==> config.mk <==
export PLATFORM = sky130hd
export DESIGN_NAME = as_nibble_sequencer
export DESIGN_NICKNAME = d
export VERILOG_FILES = /design/src/rtl/as_nibble_sequencer.sv
export SDC_FILE = /design/constraint.sdc
export NUM_CORES = 1
export LEC_CHECK = 0
export CELL_PAD_IN_SITES_DETAIL_PLACEMENT = 0
export CELL_PAD_IN_SITES_GLOBAL_PLACEMENT = 1
export CORE_MARGIN = 5
export CORE_UTILIZATION = 36
export DETAILED_ROUTE_END_ITERATION = 8
export PLACE_DENSITY_LB_ADDON = 0.1
export SLEW_MARGIN = 5
export SYNTH_ARGS = -nofsm -noshare
export SYNTH_HDL_FRONTEND = slang
export SYNTH_SLANG_ARGS = --single-unit
==> constraint.sdc <==
create_clock -name clk -period 2.2 [get_ports clk]
set_input_delay 0.22 -clock clk [delete_from_list [all_inputs] [get_ports clk]]
set_output_delay 0.22 -clock clk [all_outputs]
set_load 0.02 [all_outputs]
==> src/rtl/as_nibble_sequencer.sv <==
// Two-requester front end that time-shares one external 4-bit adder/subtractor,
// walking W-bit operands one nibble per cycle, least significant nibble first.
module as_nibble_sequencer #(
    parameter int unsigned NIB = 4,
    localparam int unsigned W = 4 * NIB
) (
    input  logic         clk,
    input  logic         rst,
    input  logic         req0_valid,
    output logic         req0_ready,
    input  logic [W-1:0] req0_a,
    input  logic [W-1:0] req0_b,
    input  logic         req0_sub,
    input  logic         req1_valid,
    output logic         req1_ready,
    input  logic [W-1:0] req1_a,
    input  logic [W-1:0] req1_b,
    input  logic         req1_sub,
    output logic [3:0]   as_A,
    output logic [3:0]   as_B,
    output logic         as_M,
    output logic         as_cin,
    input  logic [3:0]   as_S,
    input  logic         as_Cout,
    output logic         rsp_valid,
    input  logic         rsp_ready,
    output logic         rsp_id,
    output logic [W-1:0] rsp_sum,
    output logic         rsp_cout,
    output logic         rsp_ovf
);

    localparam int unsigned IW = (NIB > 1) ? $clog2(NIB) : 1;

    typedef enum logic [1:0] {StIdle, StRun, StDone} state_t;

    state_t        state;
    logic [W-1:0]  op_a;
    logic [W-1:0]  op_b;
    logic [W-1:0]  result;
    logic          op_sub;
    logic          owner;
    logic          last;
    logic          carry;
    logic [IW-1:0] idx;
    logic          grant0;
    logic          grant1;
    logic          run;

    // last = 1 means req1 was granted most recently, so req0 wins a tie.
    always_comb begin
        grant0 = req0_valid && (!req1_valid || last);
        grant1 = req1_valid && (!req0_valid || !last);
    end

    assign run        = (state == StRun);
    assign req0_ready = (state == StIdle) && !rst && grant0;
    assign req1_ready = (state == StIdle) && !rst && grant1;

    assign as_A   = run ? op_a[4*idx +: 4] : 4'h0;
    assign as_B   = run ? op_b[4*idx +: 4] : 4'h0;
    assign as_M   = run && op_sub;
    assign as_cin = run && ((idx == '0) ? op_sub : carry);

    assign rsp_valid = (state == StDone);
    assign rsp_id    = owner;
    assign rsp_sum   = result;
    assign rsp_cout  = carry;
    assign rsp_ovf   = (op_a[W-1] == (op_b[W-1] ^ op_sub)) && (result[W-1] != op_a[W-1]);

    always_ff @(posedge clk or posedge rst) begin
        if (rst) begin
            state  <= StIdle;
            op_a   <= '0;
            op_b   <= '0;
            op_sub <= 1'b0;
            owner  <= 1'b0;
            last   <= 1'b1;
            idx    <= '0;
            result <= '0;
            carry  <= 1'b0;
        end else begin
            unique case (state)
                StIdle: begin
                    if (grant0 || grant1) begin
                        op_a   <= grant1 ? req1_a : req0_a;
                        op_b   <= grant1 ? req1_b : req0_b;
                        op_sub <= grant1 ? req1_sub : req0_sub;
                        owner  <= grant1;
                        last   <= grant1;
                        idx    <= '0;
                        state  <= StRun;
                    end
                end
                StRun: begin
                    result[4*idx +: 4] <= as_S;
                    carry              <= as_Cout;
                    if (idx == IW'(NIB - 1)) begin
                        state <= StDone;
                    end else begin
                        idx <= idx + 1'b1;
                    end
                end
                StDone: begin
                    if (rsp_ready) begin
                        state <= StIdle;
                    end
                end
                default: state <= StIdle;
            endcase
        end
    end

endmodule

After elaboration in Yosys (flattened, before gate mapping)

Index checks and enable logic that the tools add are counted.

Register bits after elaboration: 56
Output and inout port bits: 32
Word-level logic and storage cells: 60

Add/subtract/negate cells: 2
Equality and inequality tests: 9
Shift-type cells: 4
Mux-type cells: 14
Bitwise logic cells: 1
Reduce and logical (&&, ||, !) cells: 21

Operator list:

| cell                                                                    | count |
|---|---|
| 4-bit negator with 34-bit output                                        | 1 |
| 4-bit by 34-bit variable shift with 16-bit output, first input constant | 1 |
| 4-bit by 34-bit variable part select with 16-bit output                 | 1 |
| 16-bit two-way mux                                                      | 2 |
| 16-bit by 5-bit variable part select with 4-bit output                  | 2 |
| 16-bit bitwise mux                                                      | 1 |
| 2-bit two-way mux                                                       | 5 |
| 1-bit logical AND                                                       | 8 |
| 4-bit two-way mux                                                       | 2 |
| 2-bit by 1-bit != test with 1-bit output, second input constant         | 3 |
| 2-bit one-hot mux with 3 select lines                                   | 1 |
| 3-bit AND reduction                                                     | 2 |
| 2-bit equality test, second input constant                              | 2 |
| 1-bit zero test                                                         | 4 |
| 2-bit zero test                                                         | 2 |
| 2-bit one-hot mux with 2 select lines                                   | 1 |
| 1-bit logical OR                                                        | 3 |
| 2-bit by 1-bit adder with 2-bit output, second input constant           | 1 |
| 2-bit by 1-bit equality test with 1-bit output, second input constant   | 1 |
| 1-bit two-way mux                                                       | 2 |
| 2-bit != test, second input constant                                    | 1 |
| 2-bit AND reduction                                                     | 1 |
| 2-bit nonzero test                                                      | 1 |
| 1-bit equality test                                                     | 1 |
| 2 further kinds                                                         | 2 |

Longest topological paths before layout

Gate-level depths: netlist of the first run.

Depth in word-level cells: 6
Mapped depth: 6
Depth with buffers taken out: 5

Worst setup path before layout of the first run

No wires, ideal clock.

Path type: register to register
From: register idx[1]
To: register result[12], in the netlist rsp_sum[12]
Library setup time: 0.068 ns
Data arrival time: 1.945 ns
Data required time: 2.132 ns
Path slack: 0.187 ns
Stages on the path, launching flop included: 7
Path buffers: 1
Path through: dfrtp_1 -> clkbuf_1 -> inv_1 -> ha_1 -> or2_2 -> nor4_1 -> a22o_1

Cells in the longest elaborated chain, start to end: 3
Elaborated cells between the ends (all ways): 4

RTL lines:

| what                                                                                                                                | line | source |
|---|---|---|
| start: declaration                                                                                                                  | 45   | `logic [IW-1:0] idx;` |
| start signal: assignment                                                                                                            | 101  | `idx <= idx + 1'b1;` |
| 4-bit negator with 34-bit output (*)                                                                                                | 96   | `result[4*idx +: 4] <= as_S;` |
| 4-bit by 34-bit variable part select with 16-bit output / 4-bit by 34-bit variable shift with 16-bit output (equally long branches) | 96   |  |
| 16-bit bitwise mux (*)                                                                                                              | 96   |  |
| end signal: indexed assignment                                                                                                      | 96   |  |
| end: declaration                                                                                                                    | 40   | `logic [W-1:0] result;` |

Every way passes the cells marked *; elsewhere a longest branch is shown, timed or not.
A chain may end at the register's enable or synchronous reset.

Final worst setup path of the first run

From: register idx[0]
To: output port as_cin

Cells in the longest elaborated chain, start to end: 3

RTL lines:

| what              | line | source |
|---|---|---|
| 2-bit zero test   | 63   | `assign as_cin = run && ((idx == '0) ? op_sub : carry);` |
| 1-bit two-way mux | 63   |  |
| 1-bit logical AND | 63   |  |
| end: declaration  | 22   | `output logic as_cin,` |

No other way between the ends.

==> run metrics, run 1 <==
status finished, final reports clean; Die X-Extent 102 microns; Hold WC Path Type in -> async; DP HPWL 5480 microns; routed wire length 7180 microns; Hold Fails Final Rpt 0; clock latency on the worst-skew pair around 0.31 ns; DRT iter0 DRCs 64; final total power 0.00566 W; row cnt 33; num ports 108; antenna violations before repair 0; Die ar. 10500 sq um; crit path launch idx[0]$_DFFE_PP0P_; critical path class reg -> out; fraction of layout cells with a size suffix above 1 29.6%; gp weighted congestion 0.803; worst setup path endpoint as_cin; Post-synth ARST share 100%; Post-synth EDFFs 0; synthesized cell area between 3000 and 4000 sq um; clock skew 0.00832 ns; IO Port Bufs 107; Syn-to-layout area delta 44.1%; Flop pwr share ~33%; worst-path fanout max 6; clock share of power 10.3%; top post-synthesis cells by count dfrtp_1 (55), mux2_2 (38), mux2_4 (27); largest cells by area after synthesis dfrtp_1 (45%), mux2_2 (14%), mux2_4 (13%), mux4_2 (5.9%), ha_1 (2.4%); Reg-to-Reg End idx[1]$_DFFE_PP0P_; Max rail drop VDD 519 uV; Filler cells 764; grt ovf 0; vias in the first global route 2306; Multi-input gate area between 1500 and 2000 sq um; register area share after synthesis 45.6%; Vias/cell about 4.7; Starting Density between 30% and 40%; Sw Ratio 37.0%; Tot GR Track Use around 14%; Worst setup SP type flip-flop; Max Transition Viols Final 0; largest net degree at the start of global routing 40; CTS clock-pin slew for the worst setup and hold paths 0.10 ns; # Post-CTS Setup Buffers 0; Vias 2150; drt pass-1 iters 4; most common cell in the synthesized netlist dfrtp_1; Gate power share between 50% and 60%; post-CTS sizing 10; period utilization between 90% and 100%; Worst Reg-to-Reg Cells 6; P_int roughly 0.0036 W; Yosys top cell by area dfrtp_1; DRT antenna net count 0; Clock Sinks 56; switching pwr about 0.0021 W; H-tree depth 2; clk root buf clkbuf_8; setup_tns 0 ns; Core Area 8260 sq um; max cap viols 0; Yosys warning count 0; WL per Instance 15.8 microns; # DRC 0; Netlist cell types 32; Mapped Cells 230; placed inst area 4350 sq um; first-pass GRT wire length around 12000 microns; Seq cells post-synth 56; Finished Cell Area approximately 4400 sq um; Top FF cell, synth dfrtp_1; die height 102 microns; Post-Syn Nets 312; number of buffers created by CTS 5; share of Yosys cell area claimed by the top area cell type 44.8%; Critical Path End Type primary output; clk buf depth 2; slack of the worst reg-to-reg path around 0.35 ns; register area 1400 sq um; Reg-to-Reg Start idx[0]$_DFFE_PP0P_; RSZ-0062 raised after global routing false; Mapped Avg Cell Area about 13 sq um; ANT cells 0; f_max 0.485 GHz; Layout Nets 429; Worst EP arrival 1.84 ns; Tmin final 2.06 ns; Worst Tran Pin Value ~0.41 ns; CTS tree done; Worst EP required 1.98 ns; Leak 1.95 nW; hold buffer count at cts 0; slew margin rel. 72.5%; # setup viols final 0; Pwr Density 1280 nW/um^2
==> cell families after synthesis <==
logic type,after synthesis,share of synthesized area (%)
XOR/XNOR,1,0.285
flip-flops,56,45.6
buffers and inverters,19,3.70
AND/OR/NAND/NOR,45,7.97
AO/OA/AOI/OAI,26,5.74
multiplexers,77,34.3
adder cells (fa/ha/maj),6,2.44
==> worst max-delay path: stages, from the launching register on <==
cell	delay [ns]
dfrtp_1	0.39
buf_4	0.17
inv_1	0.13
ha_1	0.26
mux2i_1	0.20
nor2_1	0.06
dlygate4sd2_1	0.31
==> cells in the final DEF, fill, tap and decap left out, types with 6 or more instances in the layout <==
| cell type | instances |
|---|---|
| ha_1 | 6 |
| mux2_2 | 38 |
| o21ai_0 | 10 |
| nor2b_1 | 9 |
| nand2_1 | 17 |
| clkbuf_8 | 6 |
| mux2_4 | 27 |
| a22o_1 | 8 |
| buf_4 | 11 |
| clkdlybuf4s50_1 | 96 |
| dlygate4sd2_1 | 10 |
| inv_1 | 7 |
| mux4_2 | 8 |
| dfrtp_1 | 55 |
==> final cells by class <==
cell class,instances,area share (%)
Sequential cell,56,31.7
Clock buffer,6,1.86
Tap cell,105,2.97
Clock inverter,2,0.226
Multi-Input combinational cell,155,35.4
Timing Repair Buffer,121,27.2
Inverter,8,0.678
==> registers in the layout, indices dropped and copies added, names as in the netlist <==
signal    count
op_sub        1
op_b         16
last          1
idx           2
state         2
op_a         16
rsp_cout      1
rsp_id        1
rsp_sum      16
==> worst min-delay path by stage <==
stage                                        from                       to  cells after the start
after floorplan                        req0_valid         last$_DFFE_PP1P_                      1
after global placement    rsp_sum[10]$_DFFE_PP0P_  rsp_sum[10]$_DFFE_PP0P_                      2
after detailed placement  rsp_sum[10]$_DFFE_PP0P_  rsp_sum[10]$_DFFE_PP0P_                      2
after CTS                                     rst       op_sub$_DFFE_PP0P_                      2
after global routing                          rst  rsp_sum[11]$_DFFE_PP0P_                      2
final                                         rst   rsp_sum[1]$_DFFE_PP0P_                      2
==> per-layer routing <==
metal | part of all wire, % | track usage, % | vias up
met1 | 46 | 19.1 | 1026
met2 | 47 | 22.7 | 64
li1 | - | - | 1054
met4 | 1.0 | 3.73 | 0
met3 | 6.2 | 3.69 | 6
met5 | 0 | 0 | -
==> stage by stage <==
step / hold WS (ns) / std cells / setup slack, ns / util [%]
2_1_floorplan: 0.283 / 230 / 0.187 / -
3_3_place_gp: 0.465 / 445 / 0.248 / 52.7
3_5_place_dp: 0.470 / 445 / 0.208 / 52.7
4_1_cts: 0.286 / 453 / 0.0175 / 53.6
5_1_grt: 0.320 / 453 / 0.00894 / 53.7
6_report: 0.275 / 453 / 0.140 / 53.7
==> power by group through the flow <==
stage               combinational, W  sequential [W]  clock (W)
detailed placement           0.00340         0.00188          0
floorplan                    0.00194         0.00199          0
global placement             0.00336         0.00187          0
CTS                          0.00329         0.00186   0.000609
finish                       0.00323         0.00186   0.000582
global route                 0.00351         0.00193   0.000645
Note: power is estimated with default switching activity, not from simulation.
==> run 2: changes to the inputs <==
SKIP_LAST_GASP = 1   (was default)
==> results of run 2 <==
Same layout as run 1: the final DEF is identical, and so are final timing and power.
